### config.mk
export PLATFORM = sky130hd
export DESIGN_NAME = fetch_unit_flat
export DESIGN_NICKNAME = d
export VERILOG_FILES = /design/src/rtl/riscv_pkg.sv /design/src/rtl/fetch_unit_if.sv /design/src/rtl/fetch_fifo.sv /design/src/rtl/fetch_unit.sv /design/src/flat_wrapper.sv
export SDC_FILE = /design/constraint.sdc
export NUM_CORES = 1
export LEC_CHECK = 0
export CORE_MARGIN = 5
export CORE_UTILIZATION = 30
export CTS_CLUSTER_DIAMETER = 50
export CTS_CLUSTER_SIZE = 28
export DETAILED_ROUTE_END_ITERATION = 8
export GPL_TIMING_DRIVEN = 0
export PLACE_DENSITY = 0.54
export SYNTH_ARGS = -nofsm -noshare
export SYNTH_HDL_FRONTEND = slang
export SYNTH_SLANG_ARGS = --single-unit
### constraint.sdc
create_clock -name clk -period 8.7 [get_ports clk]
set_clock_uncertainty 0.2 [all_clocks]
set_input_delay 1.74 -clock clk [delete_from_list [all_inputs] [get_ports clk]]
set_output_delay 1.74 -clock clk [all_outputs]
set_load 0.1 [all_outputs]
### src/rtl/riscv_pkg.sv
// Shared RV32 definitions for the front end: opcode constants, the fetch buffer
// entry layout and the word-alignment helper.
package riscv_pkg;

  localparam int XLEN = 32;

  localparam logic [6:0] OPC_RTYPE  = 7'b0110011;
  localparam logic [6:0] OPC_STORE  = 7'b0100011;
  localparam logic [6:0] OPC_BRANCH = 7'b1100011;
  localparam logic [6:0] OPC_LUI    = 7'b0110111;
  localparam logic [6:0] OPC_JAL    = 7'b1101111;
  localparam logic [6:0] OPC_LOAD   = 7'b0000011;
  localparam logic [6:0] OPC_OPIMM  = 7'b0010011;

  localparam logic [XLEN-1:0] NOP_INSTR = 32'h0000_0013;

  typedef struct packed {
    logic [XLEN-1:0] pc;
    logic [XLEN-1:0] instr;
  } fetch_entry_t;

  function automatic logic [XLEN-1:0] word_align(input logic [XLEN-1:0] addr);
    return {addr[XLEN-1:2], 2'b00};
  endfunction

endpackage

### src/rtl/fetch_unit_if.sv
// Fetch-stage signal bundle: instruction memory port, redirect port and decode
// handshake. The master modport is the fetch unit's view.
interface fetch_unit_if;
  import riscv_pkg::*;

  logic            imem_req;
  logic [XLEN-1:0] imem_addr;
  logic            imem_gnt;
  logic            imem_rvalid;
  logic [XLEN-1:0] imem_rdata;
  logic            redirect_valid;
  logic [XLEN-1:0] redirect_pc;
  logic            id_valid;
  logic            id_ready;
  logic [XLEN-1:0] id_instr;
  logic [XLEN-1:0] id_pc;
  logic [6:0]      id_opcode;

  modport master (
    output imem_req, imem_addr,
    input  imem_gnt, imem_rvalid, imem_rdata,
    input  redirect_valid, redirect_pc,
    output id_valid, id_instr, id_pc, id_opcode,
    input  id_ready
  );

  modport slave (
    input  imem_req, imem_addr,
    output imem_gnt, imem_rvalid, imem_rdata,
    output redirect_valid, redirect_pc,
    input  id_valid, id_instr, id_pc, id_opcode,
    output id_ready
  );

endinterface

### src/rtl/fetch_fifo.sv
// Small synchronous FIFO with flush and occupancy count; the head word is
// presented directly from storage so a registered entry is visible the cycle after push.
module fetch_fifo #(
  parameter int WIDTH = 32,
  parameter int DEPTH = 2,
  localparam int AW   = $clog2(DEPTH)
) (
  input  logic             clk,
  input  logic             rst_n,
  input  logic             i_flush,
  input  logic             i_push,
  input  logic [WIDTH-1:0] i_data,
  input  logic             i_pop,
  output logic [WIDTH-1:0] o_data,
  output logic             o_empty,
  output logic [AW:0]      o_count
);

  localparam logic [AW:0] DEPTH_CNT = DEPTH[AW:0];

  logic [WIDTH-1:0] r_mem [DEPTH];
  logic [AW-1:0]    r_wptr;
  logic [AW-1:0]    r_rptr;
  logic [AW:0]      r_count;
  logic             w_do_push;
  logic             w_do_pop;

  // Flush dominates; a pop frees the slot a simultaneous push lands in.
  assign w_do_pop  = i_pop && !i_flush && (r_count != '0);
  assign w_do_push = i_push && !i_flush && ((r_count != DEPTH_CNT) || w_do_pop);

  always_ff @(posedge clk or negedge rst_n) begin
    if (!rst_n) begin
      for (int i = 0; i < DEPTH; i++) begin
        r_mem[i] <= '0;
      end
    end else if (w_do_push) begin
      r_mem[r_wptr] <= i_data;
    end
  end

  always_ff @(posedge clk or negedge rst_n) begin
    if (!rst_n) begin
      r_wptr  <= '0;
      r_rptr  <= '0;
      r_count <= '0;
    end else if (i_flush) begin
      r_wptr  <= '0;
      r_rptr  <= '0;
      r_count <= '0;
    end else begin
      if (w_do_push) begin
        r_wptr <= r_wptr + 1'b1;
      end
      if (w_do_pop) begin
        r_rptr <= r_rptr + 1'b1;
      end
      case ({w_do_push, w_do_pop})
        2'b10:   r_count <= r_count + 1'b1;
        2'b01:   r_count <= r_count - 1'b1;
        default: r_count <= r_count;
      endcase
    end
  end

  assign o_data  = r_mem[r_rptr];
  assign o_empty = (r_count == '0);
  assign o_count = r_count;

endmodule

### src/rtl/fetch_unit.sv
// Instruction fetch stage: owns the PC, issues word fetches, buffers responses
// and hands them to decode; redirects discard every younger in-flight response.
module fetch_unit
  import riscv_pkg::*;
#(
  parameter logic [XLEN-1:0] RESET_PC  = 32'h0000_0000,
  parameter int              BUF_DEPTH = 2
) (
  input  logic          clk,
  input  logic          rst_n,
  fetch_unit_if.master  bus
);

  localparam int            CW        = $clog2(BUF_DEPTH);
  localparam int            EW        = $bits(fetch_entry_t);
  localparam logic [CW+1:0] DEPTH_OCC = (CW+2)'(BUF_DEPTH);

  logic [XLEN-1:0] r_fetch_pc;
  logic [CW:0]     r_drop_cnt;

  logic [CW:0]     w_outstanding;
  logic [CW:0]     w_instr_count;
  logic            w_addr_empty;
  logic            w_instr_empty;
  logic [XLEN-1:0] w_rsp_pc;
  logic [EW-1:0]   w_head_bits;
  fetch_entry_t    w_head;
  fetch_entry_t    w_push_entry;
  logic            w_pop;
  logic [CW+1:0]   w_occ;
  logic            w_req;
  logic            w_grant;
  logic            w_rvalid;
  logic            w_keep_rsp;

  // In-flight plus buffered work, net of the entry decode takes this cycle,
  // bounds issue so every returning response is guaranteed a buffer slot.
  assign w_pop      = !w_instr_empty && bus.id_ready;
  assign w_occ      = {1'b0, w_outstanding} + {1'b0, w_instr_count}
                      - {{(CW+1){1'b0}}, w_pop};
  assign w_req      = rst_n && !bus.redirect_valid && (w_occ < DEPTH_OCC);
  assign w_grant    = w_req && bus.imem_gnt;
  assign w_rvalid   = bus.imem_rvalid && !w_addr_empty;
  assign w_keep_rsp = w_rvalid && (r_drop_cnt == '0) && !bus.redirect_valid;

  assign w_push_entry = '{pc: w_rsp_pc, instr: bus.imem_rdata};
  assign w_head       = fetch_entry_t'(w_head_bits);

  // The address FIFO's occupancy doubles as the outstanding-request count.
  fetch_fifo #(
    .WIDTH (XLEN),
    .DEPTH (BUF_DEPTH)
  ) u_addr_fifo (
    .clk     (clk),
    .rst_n   (rst_n),
    .i_flush (1'b0),
    .i_push  (w_grant),
    .i_data  (r_fetch_pc),
    .i_pop   (w_rvalid),
    .o_data  (w_rsp_pc),
    .o_empty (w_addr_empty),
    .o_count (w_outstanding)
  );

  fetch_fifo #(
    .WIDTH (EW),
    .DEPTH (BUF_DEPTH)
  ) u_instr_fifo (
    .clk     (clk),
    .rst_n   (rst_n),
    .i_flush (bus.redirect_valid),
    .i_push  (w_keep_rsp),
    .i_data  (w_push_entry),
    .i_pop   (w_pop),
    .o_data  (w_head_bits),
    .o_empty (w_instr_empty),
    .o_count (w_instr_count)
  );

  always_ff @(posedge clk or negedge rst_n) begin
    if (!rst_n) begin
      r_fetch_pc <= RESET_PC;
    end else if (bus.redirect_valid) begin
      r_fetch_pc <= word_align(bus.redirect_pc);
    end else if (w_grant) begin
      r_fetch_pc <= r_fetch_pc + 32'd4;
    end
  end

  // On redirect, every response still owed after this cycle is stale.
  always_ff @(posedge clk or negedge rst_n) begin
    if (!rst_n) begin
      r_drop_cnt <= '0;
    end else if (bus.redirect_valid) begin
      r_drop_cnt <= w_outstanding - {{CW{1'b0}}, w_rvalid};
    end else if (w_rvalid && (r_drop_cnt != '0)) begin
      r_drop_cnt <= r_drop_cnt - 1'b1;
    end
  end

  assign bus.imem_req  = w_req;
  assign bus.imem_addr = r_fetch_pc;
  assign bus.id_valid  = !w_instr_empty;
  assign bus.id_instr  = w_head.instr;
  assign bus.id_pc     = w_head.pc;
  assign bus.id_opcode = w_head.instr[6:0];

endmodule

### src/flat_wrapper.sv
// flat-port wrapper written by rule: the top's interface ports become plain ports
module fetch_unit_flat import riscv_pkg::*;
#(
  parameter logic [XLEN-1:0] RESET_PC  = 32'h0000_0000,
  parameter int              BUF_DEPTH = 2
)
  (clk, rst_n, bus_imem_req, bus_imem_addr, bus_imem_gnt, bus_imem_rvalid, bus_imem_rdata, bus_redirect_valid, bus_redirect_pc, bus_id_valid, bus_id_instr, bus_id_pc, bus_id_opcode, bus_id_ready);
  fetch_unit_if bus_i ();
  input  logic clk;
  input  logic rst_n;
  output wire logic [$bits(bus_i.imem_req)-1:0] bus_imem_req;
  output wire logic [$bits(bus_i.imem_addr)-1:0] bus_imem_addr;
  input wire logic [$bits(bus_i.imem_gnt)-1:0] bus_imem_gnt;
  input wire logic [$bits(bus_i.imem_rvalid)-1:0] bus_imem_rvalid;
  input wire logic [$bits(bus_i.imem_rdata)-1:0] bus_imem_rdata;
  input wire logic [$bits(bus_i.redirect_valid)-1:0] bus_redirect_valid;
  input wire logic [$bits(bus_i.redirect_pc)-1:0] bus_redirect_pc;
  output wire logic [$bits(bus_i.id_valid)-1:0] bus_id_valid;
  output wire logic [$bits(bus_i.id_instr)-1:0] bus_id_instr;
  output wire logic [$bits(bus_i.id_pc)-1:0] bus_id_pc;
  output wire logic [$bits(bus_i.id_opcode)-1:0] bus_id_opcode;
  input wire logic [$bits(bus_i.id_ready)-1:0] bus_id_ready;
  assign bus_imem_req = bus_i.imem_req;
  assign bus_imem_addr = bus_i.imem_addr;
  assign bus_i.imem_gnt = bus_imem_gnt;
  assign bus_i.imem_rvalid = bus_imem_rvalid;
  assign bus_i.imem_rdata = bus_imem_rdata;
  assign bus_i.redirect_valid = bus_redirect_valid;
  assign bus_i.redirect_pc = bus_redirect_pc;
  assign bus_id_valid = bus_i.id_valid;
  assign bus_id_instr = bus_i.id_instr;
  assign bus_id_pc = bus_i.id_pc;
  assign bus_id_opcode = bus_i.id_opcode;
  assign bus_i.id_ready = bus_id_ready;
  fetch_unit #(.RESET_PC(RESET_PC), .BUF_DEPTH(BUF_DEPTH)) u_core (.clk(clk), .rst_n(rst_n), .bus(bus_i));
endmodule
=== Word-level counts from Yosys, hierarchy flattened ===
Index checks and enable logic that the tools add are counted.
W data, S select, Z words.

* Add/subtract/negate cells: 13
* Eq/ne operators: 6
* Mux-type cells: 23
* $lt $le $gt $ge: 7
* Bitwise logic cells: 4
* Reduce and logical (&&, ||, !) cells: 33

{| class="wikitable"
|+ Operators with widths
! kind !! count
|-
| $mux W64 || 4
|-
| $mux W32 || 6
|-
| $bwmux W128 || 1
|-
| $bwmux W64 || 1
|-
| $demux W64 S1 || 1
|-
| $add A32 B3 Y32 const B || 1
|-
| $demux W32 S1 || 1
|-
| $logic_and A1 B1 Y1 || 16
|-
| $reduce_bool A2 Y1 || 8
|-
| $ge A2 B2 Y1 const B || 4
|-
| $not A1 Y2 || 4
|-
| $pmux W2 S2 || 2
|-
| $logic_not A2 Y1 || 3
|-
| $mux W2 || 3
|-
| $sub A2 B1 Y2 const B || 3
|-
| $add A1 B1 Y1 const B || 4
|-
| $add A2 B1 Y2 const B || 2
|-
| $eq A2 B1 Y1 const B || 2
|-
| $eq A2 B2 Y1 const B || 2
|-
| $lt A2 B1 Y1 const B || 2
|-
| $mux W1 || 4
|-
| $ne A2 B2 Y1 const B || 2
|-
| $add A2 B2 Y3 || 1
|-
| $logic_not A1 Y1 || 3
|-
| other kinds (5) || 6
|}

* Input port bits: 70
* Bits in registers: 234
* Word-level logic and storage cells: 98

=== Logic depth before layout (Yosys ltp) ===
Gate-level depths: netlist (run 1).

* Depth after elaboration: 10
* Gate-level depth with buffers: 13
* Gate-level depth less buffers: 13

=== Modules after synthesis ===
Synthesis (run 1) repeated with hierarchy kept, for this count alone.

* Cell total of the unflattened synthesis: 815
* Area, all modules: 11202.0 sq um

{| class="wikitable"
|+ By module, submodules not included
! module !! times used !! sequential area each (sq um) !! area each (sq um) !! cells each
|-
| fetch_fifo at u_core.u_instr_fifo || 1 || 3303.2 || 5928.2 || 366
|-
| fetch_fifo at u_core.u_addr_fifo || 1 || 1701.6 || 3130.5 || 197
|-
| fetch_unit || 1 || 800.8 || 2143.3 || 252
|}

=== Least setup slack after synthesis (run 1) ===
Ideal clock, no wire load.

* Kind: input-to-output
* Start point: input port bus_id_ready
* End point: output port bus_imem_req
* Data arrival time: 4930 ps
* Path slack: 1830 ps
* Stages: 6
* Path through: and2_1 ha_1 nand2b_1 fa_1 xnor2_1 nor3_1

* Word-level cells in the longest chain between the ends: 4

{| class="wikitable"
|+ Ends and longest elaborated chain
! element !! RTL line !! text
|-
| start, declared || flat_wrapper.sv:22 || <nowiki>input wire logic [$bits(bus_i.id_ready)-1:0] bus_id_ready;</nowiki>
|-
| $logic_and A1 B1 Y1 || fetch_unit.sv:38 || <nowiki>assign w_pop = !w_instr_empty && bus.id_ready;</nowiki>
|-
| $sub A3 B1 Y3 || fetch_unit.sv:40 || <nowiki>- {{(CW+1){1'b0}}, w_pop};</nowiki>
|-
| $lt A3 B2 Y1 || fetch_unit.sv:41 || <nowiki>assign w_req = rst_n && !bus.redirect_valid && (w_occ < DEPTH_OCC);</nowiki>
|-
| $logic_and A1 B1 Y1 || fetch_unit.sv:41 ||
|-
| end, declared || flat_wrapper.sv:11 || <nowiki>output wire logic [$bits(bus_i.imem_req)-1:0] bus_imem_req;</nowiki>
|}

Every way passes these cells.

=== Final worst setup path (run 1) ===
Ends and elaborated chain as after synthesis.

==> impl_metrics.env, run 1 <==
export IMPL_crit_top_cell="clkdlybuf4s50_1"
export IMPL_synthArstFlopShare_pct=100
export IMPL_irDropWorstVdd_mv=0.425
export IMPL_post_cts_setup_buffer_count=0
export IMPL_core_sq_um=33700
export IMPL_crit_required_ns=6.76
export IMPL_place_congestion=0.797
export IMPL_crit_family="buffers and inverters"
export IMPL_grt_usage_pct=14.4
export IMPL_cts_clk_slew_worst_paths_ns=0.06
export IMPL_finalHoldWorstSlack_ns=0.282
export IMPL_port_buffers=168
export IMPL_synth_area_sq_um=10300
export IMPL_htreeDepth=1
export IMPL_fp_row_count=67
export IMPL_placed_cells=1464
export IMPL_placed_area_sq_um=12600
export IMPL_die_y_um=195
export IMPL_rsz0062_at_grt="no"
export IMPL_insertedDiodeCount=0
export IMPL_hold_class="flop to flop"
export IMPL_drt_iter0_drc=375
export IMPL_cts_tree="done"
export IMPL_antenna_found_initial=0
export IMPL_vias=7236
export IMPL_drive_above_1_share_pct=25.4
export IMPL_synth_edf_count=0
export IMPL_ctsResizeCount=0
export IMPL_grt_pass1_wl_um=44400
export IMPL_fin_crit_sh_pct=80.8
export IMPL_grt_pass1_vias=7431
export IMPL_synthCells=844
export IMPL_critPathCaptureType="output pin"
export IMPL_fill_cells=3246
export IMPL_worst_path_buf_inv=2
export IMPL_nets=1125
export IMPL_fin_crit_ns=7.03
export IMPL_crit_fanout=5
export IMPL_fmax_mhz=142
export IMPL_max_slew_worst_pin_slew_ns=1.08
export IMPL_power_switching_mw=2.78
export IMPL_ant_nets=0
export IMPL_grt_overflow_total=0
export IMPL_die_w_um=195
export IMPL_routedWlPerCell_um=18.4
export IMPL_cp_cell_sequence="clkdlybuf4s50_1 > and2_1 > ha_1 > nand2b_1 > fa_1 > nand2_1 > nor3_1 > clkdlybuf4s50_1"
export IMPL_comb_power_share_pct=50.1
export IMPL_arrival_ns=5.09
export IMPL_cts_hold_buf=0
export IMPL_dr_pass1_iters=4
export IMPL_yosysUniqueCellTypes=54
export IMPL_cts_root_buf="clkbuf_16"
export IMPL_switching_share_pct=47.8
export IMPL_total_power_mw=5.80
export IMPL_p_int_mw=3.03
export IMPL_dieArea_sq_um=38100
export IMPL_reg2reg_depth=11
export IMPL_yosysWarnings=0
export IMPL_grt_max_degree=118
export IMPL_crit_start="bus_id_ready"
export IMPL_endpoint="bus_imem_req"
export IMPL_area_delta_synth_final_pct=32.3
export IMPL_worstSetupPathType="primary input to output pin"
export IMPL_ys_ff_latch=224
export IMPL_cts_sink_count=224
export IMPL_rrSetupSlack_ns=4.85
export IMPL_viasPerCell=4.76
export IMPL_dp_hpwl_um=20100
export IMPL_ys_flop_type="dfrtp_1"
export IMPL_finalHoldViolCount=0
export IMPL_setup_violations=0
export IMPL_avgSynthCellArea_sq_um=12.2
export IMPL_finalNonFillerCells=1520
export IMPL_setup_worst_path_start_class="primary input"
export IMPL_clk_latency_ns=0.55
export IMPL_drt_total_wl_um=28000
export IMPL_status="completed"
export IMPL_clockBufferDepth=3
export IMPL_leakagePower_nw=5.98
export IMPL_cts_buffers=30
export IMPL_design_area_sq_um=13600
export IMPL_cpMaxStageDelayCell="clkdlybuf4s50_1"
export IMPL_seq_power_share_pct=28.7
export IMPL_r2r_end="u_core.u_addr_fifo.r_mem[34]"
export IMPL_cp_depth=8
export IMPL_clock_power_share_pct=21.1
export IMPL_drc=0
export IMPL_initial_utilization_pct=30.5
export IMPL_utilization_pct=40.3
export IMPL_r2r_start="u_core.u_instr_fifo.o_count[0]"
export IMPL_p_per_area_nw_per_um2=427
export IMPL_slew_headroom_pct=27.9
export IMPL_ios=175
export IMPL_drv_cap=0
export IMPL_slew_violations=0
export IMPL_ys_seq_area_share_pct=54.5
export IMPL_critPathMaxStageDelay_ns=1.20
## sequential cells by signal (all words and copies together), names as in the netlist, 2 cells and up
name                         count
u_core.u_instr_fifo.r_mem      124
u_core.u_addr_fifo.r_mem        60
u_core.bus.imem_addr            30
u_core.r_drop_cnt                2
u_core.u_addr_fifo.o_count       2
u_core.u_instr_fifo.o_count      2
## stage by stage
stage                     setup WS, ns  TNS (ns)
after global routing              1.59         0
final                             1.67         0
after detailed placement          1.73         0
after CTS                         1.71         0
after global placement           -5.18  -1327.21
after floorplan                   1.83         0
## worst min-delay path by stage
stage | start | to | slack (ns) | depth (start not counted)
detailed placement | u_core.u_addr_fifo.r_mem[41] | u_core.u_addr_fifo.r_mem[41] | 0.27 | 1
floorplan | u_core.u_addr_fifo.r_wptr | u_core.u_addr_fifo.r_wptr | 0.26 | 1
finish | u_core.u_addr_fifo.r_mem[63] | u_core.u_addr_fifo.r_mem[63] | 0.28 | 1
CTS | u_core.u_addr_fifo.r_mem[41] | u_core.u_addr_fifo.r_mem[41] | 0.29 | 1
global route | u_core.u_addr_fifo.r_mem[48] | u_core.u_addr_fifo.r_mem[48] | 0.30 | 1
global placement | u_core.u_addr_fifo.r_mem[53] | u_core.u_addr_fifo.r_mem[53] | 0.27 | 1
## power by group through the flow
stage / sequential (mW) / combinational, mW / clock (mW)
2_1_floorplan: 1.73 / 2.20 / 0
3_3_place_gp: 1.68 / 2.92 / 0
5_1_grt: 1.72 / 3.05 / 1.31
6_report: 1.67 / 2.91 / 1.23
3_5_place_dp: 1.69 / 2.93 / 0
4_1_cts: 1.67 / 2.94 / 1.26
## worst register-to-register path, delay by kind of cell, from the launching register on
kind            cells  cell delay (ns)
simple gates        6             1.40
fa+ha+maj           2             0.86
flops               1             0.44
mux                 1             0.35
compound gates      1             0.25
buf+inv             1             0.23
## synth_stat cells, types with 4 or more instances
cell type | number | area, sq um
xor2_1 | 7 | 61.3
o211ai_1 | 7 | 52.6
mux2i_1 | 32 | 320
clkbuf_1 | 15 | 56.3
nor2_1 | 74 | 278
nand4_1 | 11 | 68.8
ha_1 | 6 | 75.1
o21ai_0 | 23 | 115
nand2_1 | 43 | 161
and3_1 | 8 | 50.1
nor3_1 | 4 | 20.0
o311ai_0 | 6 | 52.6
mux2_1 | 30 | 338
inv_1 | 12 | 45.0
and4_1 | 6 | 52.6
buf_4 | 23 | 173
a221o_1 | 5 | 50.1
a21oi_1 | 63 | 315
dfrtp_1 | 224 | 5610
nand3_1 | 14 | 70.1
xnor2_1 | 8 | 70.1
mux2_2 | 157 | 1770
buf_2 | 20 | 100
## routing by layer
metal  vias up  GRT usage (%)  wire (um)
met5         -              0          0
met2       210           22.4      12700
met1      3573           20.9      13200
met4         0           3.05        447
met3        33           2.74       1680
li1       3420              -          -
## kinds of logic after synthesis
| kind of cell | Yosys count | share of synthesized area (%) |
|---|---|---|
| flip-flops | 224 | 54.5 |
| multiplexers | 219 | 23.6 |
| AND/OR/NAND/NOR | 185 | 8.87 |
| AO/OA/AOI/OAI | 121 | 7.04 |
| buffers and inverters | 72 | 3.71 |
| XOR/XNOR | 15 | 1.28 |
| adder cells (fa/ha/maj) | 7 | 0.925 |
| other | 1 | 0.0365 |
## area by class of cell
type / count / area [sq um] / area share (%)
tap: 448 / 561 / 4.12
multi-input combinational: 551 / 4300 / 31.7
clock buffer: 31 / 776 / 5.71
inverter: 12 / 45.0 / 0.331
buffer: 60 / 337 / 2.48
timing repair buffer: 169 / 1710 / 12.6
clock inverter: 25 / 254 / 1.87
sequential: 224 / 5610 / 41.2
## layout by cell type (no fill, tap or decap), drive strengths merged, types with 2 or more instances in the layout
master,netlist,layout
a21o,2,2
a21oi,64,64
a221o,5,5
a22oi,2,2
a31o,4,4
and2,3,3
and3,8,8
and4,6,6
buf,45,47
clkbuf,15,46
clkdlybuf4s50,0,167
clkinv,0,11
clkinvlp,0,5
conb,1,4
dfrtp,224,224
ha,6,6
inv,12,20
mux2,187,187
mux2i,32,32
nand2,44,44
nand3,14,14
nand4,11,11
nor2,75,75
nor3,5,5
nor4,5,5
o211ai,8,8
o21ai,25,25
o311ai,6,6
or2,2,2
or3,3,3
or4,3,3
xnor2,8,8
xor2,7,7
(Power assumes the default switching activity.)
==> run 2: changes to the inputs <==
Settings changed: PLACE_DENSITY 0.54 to 0.56.
Clock period 8.7 ns to 6 ns, I/O delays scaled along.
==> run 2 against run 1 <==
Sequential cell count unchanged. Via count rose by 0.32%. Sequential share of layout area rose by 0.14 points. Critical path depth stayed put. Highest routed layer unchanged. Worst hold slack better by 0.0021 ns.
==> impl_metrics.env, run 2 (synthesis gave the netlist of run 1 again) <==
export IMPL_slew_violations=0
export IMPL_irDropWorstVdd_mv=0.648
export IMPL_drv_cap=0
export IMPL_max_slew_worst_pin_slew_ns=1.05
export IMPL_cts_clk_slew_worst_paths_ns=0.06
export IMPL_reg2reg_depth=11
export IMPL_place_congestion=0.833
export IMPL_htreeDepth=1
export IMPL_hold_depth=1
export IMPL_initial_utilization_pct=30.5
export IMPL_rrSetupSlack_ns=2.19
export IMPL_cts_buffers=29
export IMPL_grt_max_degree=119
export IMPL_cts_tree="done"
export IMPL_layout_commonest_cell="dfrtp_1"
export IMPL_total_power_mw=8.38
export IMPL_setup_violations=0
export IMPL_antenna_found_initial=0
export IMPL_crit_required_ns=4.60
export IMPL_arrival_ns=4.09
export IMPL_viasPerCell=4.79
export IMPL_cts_root_buf="clkbuf_16"
export IMPL_port_buffers=168
export IMPL_rsz0062_at_grt="no"
export IMPL_ios=175
export IMPL_clockBufferDepth=3
export IMPL_dieArea_sq_um=38100
export IMPL_hold_class="flop to flop"
export IMPL_post_place_ws_ns=0.143
export IMPL_grt_usage_pct=14.5
export IMPL_grt_overflow_total=0
export IMPL_nets=1124
export IMPL_mostFrequentLayoutCells="224 x dfrtp_1, 166 x clkdlybuf4s50_1, 157 x mux2_2, 74 x nor2_1, 63 x a21oi_1"
export IMPL_drt_total_wl_um=27900
export IMPL_status="completed"
export IMPL_die_w_um=195
export IMPL_clk_latency_ns=0.54
export IMPL_dr_pass1_iters=4
export IMPL_critPathCaptureType="output pin"
export IMPL_finalHoldViolCount=0
export IMPL_worstSetupPathType="primary input to output pin"
export IMPL_cts_sink_count=224
export IMPL_final_setup_worst_slack_ns=0.507
export IMPL_p_per_area_nw_per_um2=618
export IMPL_area_delta_synth_final_pct=31.8
export IMPL_slew_headroom_pct=29.9
export IMPL_fin_crit_sh_pct=91.5
export IMPL_fin_crit_ns=5.49
export IMPL_fp_row_count=67
export IMPL_fmax_mhz=182
export IMPL_dp_hpwl_um=19800
export IMPL_drc=0
export IMPL_grt_pass1_vias=7746
export IMPL_setup_worst_path_start_class="primary input"
export IMPL_drive_above_1_share_pct=25.2
export IMPL_largest_reg_flops=124
export IMPL_ant_nets=0
export IMPL_insertedDiodeCount=0
export IMPL_grt_pass1_wl_um=44700
export IMPL_die_y_um=195
export IMPL_vias=7259
export IMPL_routedWlPerCell_um=18.4
export IMPL_leakagePower_nw=5.98
export IMPL_crit_fanout=5
export IMPL_drt_iter0_drc=316
export IMPL_core_sq_um=33700
export IMPL_top_register="u_core.u_instr_fifo.r_mem"
export IMPL_fin_tns_setup_ns=0
run 2: final timing paths:
kind,from,endpoint
setup / recovery,bus_id_ready,bus_imem_req
hold / removal,u_core.u_addr_fifo.r_wptr,u_core.u_addr_fifo.r_wptr
setup reg to reg,u_core.u_instr_fifo.o_count[0],u_core.u_addr_fifo.r_mem[57]
hold reg to reg,u_core.u_addr_fifo.r_wptr,u_core.u_addr_fifo.r_wptr
max in group asynchronous,rst_n,u_core.bus.imem_addr[8]
min in group asynchronous,rst_n,u_core.u_instr_fifo.r_mem[20]
run 2: routing by layer:
| metal | wire (um) | global-route usage (%) | up-vias |
|---|---|---|---|
| li1 | - | - | 3431 |
| met1 | 13100 | 20.6 | 3581 |
| met2 | 12800 | 23.1 | 215 |
| met3 | 1490 | 2.74 | 32 |
| met4 | 476 | 3.34 | 0 |
| met5 | 0 | 0 | - |
run 2: cell type report:
type	count	area (sq um)
multi-input combinational	551	4300
clock buffer	30	739
fill	3253	20200
clock inverter	23	241
timing repair buffer	169	1720
sequential	224	5610
buffer	60	337
tap	448	561
inverter	12	45.0
run 2: metrics by stage:
step	instances	hold WS [ns]	area (sq um)	utilization [%]
after floorplan	847	0.256	10300	-
after global placement	1463	0.267	12500	37.2
after detailed placement	1464	0.272	12600	37.3
after CTS	1517	0.285	13500	40.2
after global routing	1517	0.299	13500	40.2
final	1517	0.284	13500	40.2
run 2: critical path, cell delays in order:
cell             delay [ns]
clkdlybuf4s50_1        0.56
and2_1                 0.23
ha_1                   0.24
nand2b_1               0.15
fa_1                   0.40
xnor2_1                0.25
nor3_1                 0.26
dlymetal6s2s_1         0.79
run 2: timing repair:
item | CTS | global route
hold buffers | 0 | 0
buffers inserted | 0 | 0
resized for setup | 0 | 1
hold endpoints to repair | 0 | 0
setup endpoints to repair | 0 | 1
run 2: power breakdown:
part           internal [mW]  switching, mW  leakage (nW)
combinational           1.27           2.96          2.65
clock                  0.952          0.771         0.476
sequential              2.09          0.333          2.85
